==> config.mk <==
export PLATFORM = sky130hd
export DESIGN_NAME = nemu_packet_sink
export DESIGN_NICKNAME = d
export VERILOG_FILES = /design/src/rtl/nemu_packet_sink.sv
export SDC_FILE = /design/constraint.sdc
export NUM_CORES = 1
export LEC_CHECK = 0
export CAP_MARGIN = 25
export CORE_UTILIZATION = 41
export CTS_CLUSTER_DIAMETER = 80
export DETAILED_ROUTE_END_ITERATION = 10
export SYNTH_ARGS = -nofsm -noshare
export SYNTH_HDL_FRONTEND = slang
export SYNTH_SLANG_ARGS = --single-unit
==> constraint.sdc <==
create_clock -name i_clk -period 8.8 [get_ports i_clk]
set_input_delay 2.2 -clock i_clk [delete_from_list [all_inputs] [get_ports i_clk]]
set_output_delay 2.2 -clock i_clk [all_outputs]
set_load 0.02 [all_outputs]
==> src/rtl/nemu_packet_sink.sv <==
// rtl/nemu_packet_sink.sv - NEMU per-core packet sink with latency statistics
//
// Purpose:
//   Ejection-side receiver for one core. Buffers router packets in a small
//   FIFO, pops them while the core is not stalled, computes per-packet
//   latency (i_timestamp - tx timestamp, mod 2^32) and accumulates
//   statistics for packets that pop inside the measurement window.
//
// Optional feature macro:
//   NEMU_SINK_HIST_EN - adds o_hist, an 8-bin latency histogram.
//
// Ports:
//   i_clk            clock
//   reset_n          asynchronous reset, active-HIGH (name kept from the codebase)
//   i_timestamp      global cycle counter
//   i_pkt_in         packed packet: {dest[DEST_W], source[SRC_W], data[32], valid}
//   i_core_stall     core not consuming; inhibits FIFO pop
//   o_net_full       backpressure to router (occupancy == FIFO_DEPTH)
//   o_pkt_count      packets counted in the measurement window (saturating)
//   o_latency_sum    sum of counted latencies (saturating)
//   o_latency_min    minimum counted latency
//   o_latency_max    maximum counted latency
//   o_misroute_count popped packets whose dest != PORT_NO (saturating)
//   o_overflow_error sticky: valid presented while o_net_full
//   o_measure_done   measurement window finished
//   o_hist           (NEMU_SINK_HIST_EN only) latency histogram bins

module nemu_packet_sink #(
  parameter int PORT_NO        = 0,
  parameter int FIFO_DEPTH     = 8,
  parameter int WARMUP_CYCLES  = 600,
  parameter int MEASURE_CYCLES = 10000,
  parameter int DEST_W         = 4,
  parameter int SRC_W          = 4,
  localparam int PKT_W         = DEST_W + SRC_W + 33
) (
  input  logic             i_clk,
  input  logic             reset_n,
  input  logic [31:0]      i_timestamp,
  input  logic [PKT_W-1:0] i_pkt_in,
  input  logic             i_core_stall,
  output logic             o_net_full,
  output logic [31:0]      o_pkt_count,
  output logic [47:0]      o_latency_sum,
  output logic [31:0]      o_latency_min,
  output logic [31:0]      o_latency_max,
  output logic [15:0]      o_misroute_count,
  output logic             o_overflow_error,
  output logic             o_measure_done
`ifdef NEMU_SINK_HIST_EN
  ,
  output logic [7:0][31:0] o_hist
`endif
);

  localparam int ENTRY_W = PKT_W - 1;
  localparam int PTR_W   = $clog2(FIFO_DEPTH);
  localparam int CNT_W   = PTR_W + 1;
  localparam logic [CNT_W-1:0]  CNT_FULL  = CNT_W'(FIFO_DEPTH);
  localparam logic [DEST_W-1:0] PORT_ID   = DEST_W'(PORT_NO);
  localparam logic [31:0]       WARMUP_TS = 32'(WARMUP_CYCLES);
  localparam logic [31:0]       DONE_TS   = WARMUP_TS + 32'(MEASURE_CYCLES);

  typedef enum logic [1:0] {ST_WARMUP, ST_MEASURE, ST_DONE} state_t;

  state_t r_state, w_state_nxt;

  // Window FSM: only moves forward, so a timestamp going backwards has no effect.
  always_ff @(posedge i_clk or posedge reset_n) begin
    if (reset_n) r_state <= ST_WARMUP;
    else         r_state <= w_state_nxt;
  end

  always_comb begin
    w_state_nxt    = r_state;
    o_measure_done = 1'b0;
    case (r_state)
      ST_WARMUP:  if (i_timestamp >= WARMUP_TS) w_state_nxt = ST_MEASURE;
      ST_MEASURE: if (i_timestamp >= DONE_TS)   w_state_nxt = ST_DONE;
      default: begin
        w_state_nxt    = ST_DONE;
        o_measure_done = 1'b1;
      end
    endcase
  end

  // Ejection FIFO. Contents are not reset; clearing pointers/count discards them.
  logic [ENTRY_W-1:0] r_mem [FIFO_DEPTH];
  logic [PTR_W-1:0]   r_wr_ptr, r_rd_ptr;
  logic [CNT_W-1:0]   r_count;
  logic               r_overflow;
  logic               w_valid, w_push, w_pop;
  logic [ENTRY_W-1:0] w_head;
  logic [DEST_W-1:0]  w_head_dest;
  logic [SRC_W-1:0]   w_head_src;
  logic [31:0]        w_head_data;

  assign w_valid    = i_pkt_in[0];
  // Full is judged on the registered count, so a same-cycle pop never admits a push.
  assign o_net_full = (r_count == CNT_FULL);
  assign w_push     = w_valid && !o_net_full;
  assign w_pop      = (r_count != '0) && !i_core_stall;

  assign w_head      = r_mem[r_rd_ptr];
  assign w_head_dest = w_head[ENTRY_W-1 -: DEST_W];
  assign w_head_src  = w_head[31+SRC_W -: SRC_W];
  assign w_head_data = w_head[31:0];

  // Source is carried through the buffer but plays no part in the statistics.
  logic w_unused_src;
  assign w_unused_src = ^w_head_src;

  always_ff @(posedge i_clk) begin
    if (w_push) r_mem[r_wr_ptr] <= i_pkt_in[PKT_W-1:1];
  end

  always_ff @(posedge i_clk or posedge reset_n) begin
    if (reset_n) begin
      r_wr_ptr   <= '0;
      r_rd_ptr   <= '0;
      r_count    <= '0;
      r_overflow <= 1'b0;
    end else begin
      if (w_push) r_wr_ptr <= r_wr_ptr + 1'b1;
      if (w_pop)  r_rd_ptr <= r_rd_ptr + 1'b1;
      r_count <= r_count + CNT_W'(w_push) - CNT_W'(w_pop);
      if (w_valid && o_net_full) r_overflow <= 1'b1;
    end
  end

  assign o_overflow_error = r_overflow;

  // Stage 1: latency, destination check and window state captured at pop time.
  logic        r_s1_valid, r_s1_dest_ok, r_s1_meas;
  logic [31:0] r_s1_lat;

  always_ff @(posedge i_clk or posedge reset_n) begin
    if (reset_n) begin
      r_s1_valid   <= 1'b0;
      r_s1_dest_ok <= 1'b0;
      r_s1_meas    <= 1'b0;
      r_s1_lat     <= '0;
    end else begin
      r_s1_valid   <= w_pop;
      r_s1_dest_ok <= (w_head_dest == PORT_ID);
      r_s1_meas    <= (r_state == ST_MEASURE);
      r_s1_lat     <= i_timestamp - w_head_data;
    end
  end

  // Stage 2: statistics accumulation.
  logic        w_count_upd, w_mis_upd;
  logic [48:0] w_sum_ext;
  logic [31:0] r_pkt_count, r_lat_min, r_lat_max;
  logic [47:0] r_lat_sum;
  logic [15:0] r_mis_count;

  assign w_count_upd = r_s1_valid && r_s1_dest_ok && r_s1_meas;
  assign w_mis_upd   = r_s1_valid && !r_s1_dest_ok;
  assign w_sum_ext   = {1'b0, r_lat_sum} + {17'b0, r_s1_lat};

  always_ff @(posedge i_clk or posedge reset_n) begin
    if (reset_n) begin
      r_pkt_count <= '0;
      r_lat_sum   <= '0;
      r_lat_min   <= 32'hFFFF_FFFF;
      r_lat_max   <= '0;
      r_mis_count <= '0;
    end else begin
      if (w_count_upd) begin
        if (r_pkt_count != '1) r_pkt_count <= r_pkt_count + 1'b1;
        r_lat_sum <= w_sum_ext[48] ? '1 : w_sum_ext[47:0];
        if (r_s1_lat < r_lat_min) r_lat_min <= r_s1_lat;
        if (r_s1_lat > r_lat_max) r_lat_max <= r_s1_lat;
      end
      if (w_mis_upd && (r_mis_count != '1)) r_mis_count <= r_mis_count + 1'b1;
    end
  end

  assign o_pkt_count      = r_pkt_count;
  assign o_latency_sum    = r_lat_sum;
  assign o_latency_min    = r_lat_min;
  assign o_latency_max    = r_lat_max;
  assign o_misroute_count = r_mis_count;

`ifdef NEMU_SINK_HIST_EN
  // Bin k covers [2^(k+2), 2^(k+3)); bin 0 also takes <8, bin 7 takes >=512.
  logic [2:0]        w_hist_bin;
  logic [7:0][31:0]  r_hist;

  always_comb begin
    w_hist_bin = 3'd0;
    if (|r_s1_lat[31:9])  w_hist_bin = 3'd7;
    else if (r_s1_lat[8]) w_hist_bin = 3'd6;
    else if (r_s1_lat[7]) w_hist_bin = 3'd5;
    else if (r_s1_lat[6]) w_hist_bin = 3'd4;
    else if (r_s1_lat[5]) w_hist_bin = 3'd3;
    else if (r_s1_lat[4]) w_hist_bin = 3'd2;
    else if (r_s1_lat[3]) w_hist_bin = 3'd1;
  end

  always_ff @(posedge i_clk or posedge reset_n) begin
    if (reset_n) begin
      r_hist <= '0;
    end else if (w_count_upd && (r_hist[w_hist_bin] != '1)) begin
      r_hist[w_hist_bin] <= r_hist[w_hist_bin] + 1'b1;
    end
  end

  assign o_hist = r_hist;
`endif

endmodule

-- After elaboration in Yosys (flattened, before gate mapping)
Memories as Yosys holds them, arrays and structs flattened.
Index checks and enable logic that the tools add are counted.
- magnitude comparators: 4
- equality and inequality tests: 6
- reductions and logical operators: 18
- $add $sub $neg: 8
- multiplexer cells: 7
- operators with widths (cell ; count):
    adder 48 x 32 -> 49 bit ; 1
    two-way mux 48 bit ; 1
    adder 32 x 1 -> 32 bit, second input constant ; 1
    greater-or-equal comparator 32 x 10 -> 1 bit, second input constant ; 1
    greater-or-equal comparator 32 x 14 -> 1 bit, second input constant ; 1
    > comparator 32 bit ; 1
    less-than comparator 32 bit ; 1
    inequality test 32 bit, second input constant ; 1
    subtractor 32 bit ; 1
    adder 16 x 1 -> 16 bit, second input constant ; 1
    inequality test 16 bit, second input constant ; 1
    AND reduction 2 bit ; 4
    logical AND 1 bit ; 7
    adder 3 x 1 -> 3 bit, second input constant ; 2
    adder 4 x 1 -> 4 bit ; 1
    == test 4 bit, second input constant ; 1
    logical NOT 4 bit ; 1
    two-way mux 2 bit ; 2
    inequality test 2 bit, second input constant ; 2
    one-hot mux 2 bit (2 select lines) ; 1
    nonzero test 4 bit ; 1
    subtractor 4 x 1 -> 4 bit ; 1
    logical NOT 1 bit ; 3
    two-way mux 1 bit ; 3
    other kinds (3) ; 3
- output and inout bits: 163
- word-level logic and storage cells: 58
- RAM bits: 320
- input port bits: 76
- flip-flop bits (word level): 208
- memories kept: 1
- memory list (memory ; depth ; bits a word ; rd ports ; clocked after Yosys merged registers in ; write ports ; line ; source):
    r_mem ; 8 ; 40 ; 1 ; 0 ; 1 ; 88 ; logic [ENTRY_W-1:0] r_mem [FIFO_DEPTH];

-- Depth between registers and ports, before layout
- depth after elaboration: 5
- depth in mapped cells: 16
- mapped depth without buffers: 13

-- Least setup slack after synthesis
OpenSTA, ideal clock, no wires.
- path kind: input port to flip-flop
- start point: input port i_pkt_in[0]
- end point: memory r_mem[0][0] (netlist bit) (enable)
- required time: 8326 ps
- setup slack: 3242 ps
- library setup time: 474 ps
- stages: 3
- path buffers: 0
- arrival time: 5084 ps
- path through: nor2b_1 > nand2b_1 > nor3_1
- cells in the longest elaborated chain, start to end: 3
- RTL lines (what ; line ; source):
    start, declared ; 40 ; input logic [PKT_W-1:0] i_pkt_in,
    logical AND 1 bit ; 101 ; assign w_push = w_valid && !o_net_full;
    two-way mux 1 bit ; 114 ; if (w_push) r_mem[r_wr_ptr] <= i_pkt_in[PKT_W-1:1];
    two-way mux 1 bit (implied by the code) ; 114 ;
    end, declared ; 88 ;
No other way between the ends.

-- Worst setup path after layout
- start point: register r_rd_ptr[1]
- end point: register r_s1_lat[30]
- cells in the longest elaborated chain, start to end: 2
- RTL lines (what ; line ; source):
    start, declared ; 89 ; logic [PTR_W-1:0] r_wr_ptr, r_rd_ptr;
    start signal, assigned ; 125 ; if (w_pop) r_rd_ptr <= r_rd_ptr + 1'b1;
    memory read (8 x 40 bit) ; n/a ;
    subtractor 32 bit ; 147 ; r_s1_lat <= i_timestamp - w_head_data;
    end signal, assigned ; 147 ;
    end, declared ; 135 ; logic [31:0] r_s1_lat;
No other way between the ends.
A chain may end at the register's enable or synchronous reset.

==> run summary <==
Outcome: finished, final reports clean
Cts hold-fix bufs: 0
Layout cell share with drive strength beyond 1: 15.1%
Critical path, cell by cell: buf_4, mux4_2, mux2i_1, inv_1, fa_1, nand2b_1, o2bb2ai_1, o21ai_0, a211oi_1, o21ai_0, nor2_1, o21ai_0, a311oi_1, xnor2_1
Min-delay worst type: reg2reg
Initial antenna violation count: 3
Fmax: 0.197 GHz
CP Data Required Time: 9.27 ns
CP max FO: 37
Core ar.: 56,700 um^2
Initial core utilization: 41.7%
Routed Antenna Nets: 0
CTS tree: yes
CP arrival: 5.55 ns
RSZ-0062 raised after global routing: false
CP dominant cell by count: o21ai_0
# setup viols final: 0
Largest net degree at the start of global routing: 146
Ys async rst share: 41.9%
DR vias: 15,000
Finished Layout Cells: 2,795
CP endpoint kind: register
CTS resizes: 0
GPL Wtd Cong: 0.897
Synth Cell Area: 23,700 um^2
Pre-CTS WS: 3.25 ns
# DRC: 0
Setup Buffers After CTS: 0
Pwr Total: 8.17 mW
Post-Syn Area per Cell: 13.6 um^2
Critical Path Max Stage Delay: 0.99 ns
DR WL/cell: 20.2 um
Clk pin slew, worst setup/hold paths: 0.06 ns
Number of distinct library cells after synthesis: 78
Max Used Layer: met5
Synth Register Bits: 496
Vias in the first global route: 15,100
Clock Tree Buf Depth: 3
Initial drt markers: 811
Max Cap Violations: 0
Max Slew Vio Count: 0
WL met2: 27,800 um
Crit-path slowest cell: dfrtp_2
DRT met1 WL: 25,000 um
Drt first pass iters: 5
Sinks on Clock Net: 496
CTS buffer count: 53
Final Cycle Share: 57.6%
Total leakage power: 11.1 nW
Layout Nets: 2,214
Via density: 5.38
Most used DFF post-synth: edfxtp_1
Syn. warnings: 0
Setup tns final: 0 ns
WS Path Type: reg2reg
# IOs: 239
Clock Latency Late Sink: 0.61 ns
Worst Skew: 0.0150 ns
Relative slew slack: 36.6%
Port Buffers: 234
Critical Path Source Type: register
DIE WIDTH: 242 um
Rows: 87
Worst VDD drop: 0.142 mV
Htree depth: 2
Min-delay src: o_overflow_error
Post-DP HPWL: 40,400 um
Minimum clock period: 5.07 ns
Worst-margin pin slew: 0.952 ns
Routed wire length: 56,500 um
Final setup margin: 3.73 ns
Power density cells: 285 nW/um^2
Area Growth Syn to Fin: 21.2%
Synthesized instance count: 1,735
Grt ovf: 0
Wire length on met3: 2500 um
Syn Nets: 1,953
Root Driver: clkbuf_16
Placed Cells: 2,695
Final hold vios: 0
Die area: 58,700 um^2
GRT Overall Usage: 19.4%
Seq/Total Area, Yosys: 58.7%
Critical Path Start: r_rd_ptr[1]
EDFF count, synth: 288
RR Startpoint: r_rd_ptr[1]
Die H: 242 um
Most frequent cells in the layout: edfxtp_1, clkdlybuf4s50_1, dfrtp_1, ha_1
Commonest non-fill, non-tap cell in the layout: edfxtp_1
First-pass GRT wire length: 87,900 um
per-layer routing:
layer	global-route usage [%]	vias to the layer above
met5	0	-
met4	5.06	4
met3	2.87	84
met2	33.3	340
met1	25.6	7524
li1	-	7089
power by group:
group | internal (mW) | switching [mW] | leakage (nW)
clock network | 1.22 | 0.917 | 0.803
registers | 2.83 | 0.315 | 5.28
logic | 1.32 | 1.57 | 4.99
stage by stage:
step | hold WS [ns] | util, % | cell area [um^2]
floorplan | 0.459 | - | 23700
global placement | 0.445 | 47.5 | 27000
detailed placement | 0.443 | 47.5 | 27000
CTS | 0.457 | 50.5 | 28600
global route | 0.473 | 50.6 | 28700
finish | 0.452 | 50.6 | 28700
area by class of cell:
cell class | count | area [um^2]
timing repair buffer | 255 | 2540
sequential | 496 | 13900
fill | 4861 | 28000
inverter | 93 | 357
multi-input combinational | 1097 | 9280
antenna | 2 | 5.00
clock inverter | 31 | 265
tap | 756 | 946
clock buffer | 65 | 1390
path summary, 6_finish.rpt:
| check | endpoint | slack, ns | cells past startpoint |
|---|---|---|---|
| setup / recovery | r_s1_lat[30] | 3.73 | 14 |
| hold / removal | o_overflow_error | 0.45 | 1 |
| setup reg to reg | r_s1_lat[30] | 3.73 | 14 |
| hold reg to reg | o_overflow_error | 0.45 | 1 |
| max in group asynchronous | o_latency_max[6] | 5.54 | 3 |
| min in group asynchronous | o_misroute_count[10] | 2.03 | 2 |
worst max-delay path: cells and delay by family (launching register included):
kind	cells	cell delay, ns
compound gates	6	1.60
flops	1	0.99
mux	2	0.77
buf+inv	2	0.66
fa+ha+maj	1	0.44
simple gates	2	0.28
xor+xnor	1	0.15
state kept, by name, indices dropped and copies added, names as in the netlist:
| register | flops |
|---|---|
| r_s1_lat | 32 |
| r_wr_ptr | 3 |
| o_latency_min | 32 |
| o_overflow_error | 1 |
| r_mem | 288 |
| r_count | 4 |
| r_s1_meas | 1 |
| r_s1_valid | 1 |
| o_latency_sum | 48 |
| o_pkt_count | 32 |
| o_misroute_count | 16 |
| r_s1_dest_ok | 1 |
| r_rd_ptr | 3 |
| r_state | 2 |
| o_latency_max | 32 |
synthesized netlist by cell type, drive strengths merged, types with 3 or more instances:
| master | count | area (um^2) |
|---|---|---|
| edfxtp | 288 | 8650 |
| dfrtp | 176 | 4400 |
| ha | 139 | 1740 |
| nor2 | 99 | 374 |
| inv | 93 | 349 |
| nand2 | 89 | 334 |
| a21oi | 88 | 455 |
| mux2 | 75 | 845 |
| xnor2 | 69 | 604 |
| mux4 | 66 | 1490 |
| a21o | 50 | 379 |
| o21ai | 49 | 253 |
| nand4 | 41 | 257 |
| nand3 | 40 | 200 |
| xor2 | 39 | 342 |
| a31oi | 36 | 225 |
| dfstp | 32 | 841 |
| mux2i | 32 | 320 |
| clkbuf | 28 | 130 |
| buf | 21 | 97.6 |
| and3 | 19 | 121 |
| nor3 | 17 | 90.1 |
| nor4 | 17 | 113 |
| o21a | 13 | 97.6 |
| nand2b | 11 | 68.8 |
| nor2b | 11 | 68.8 |
| a211oi | 10 | 80.1 |
| and2 | 10 | 62.6 |
| and4 | 9 | 78.8 |
| o21bai | 9 | 67.6 |
| a211o | 5 | 45.0 |
| o211ai | 5 | 37.5 |
| a311oi | 4 | 35.0 |
| o31ai | 4 | 30.0 |
| or3 | 4 | 26.3 |
| a2111oi | 3 | 26.3 |
| a21boi | 3 | 22.5 |
| fa | 3 | 60.1 |
| or2 | 3 | 21.3 |
logic make-up (layout without fill, tap and decap cells):
logic type      Yosys count  after routing  synth area share (%)
fa+ha+maj               142            142                  7.60
simple gates            378            378                  7.97
compound gates          296            296                  8.06
mux                     173            173                  11.2
other cells               0              2                     0
xor+xnor                108            108                  4.00
flops                   496            496                  58.7
buf+inv                 142            444                  2.44
No activity file was read; power rests on OpenSTA's default activity.
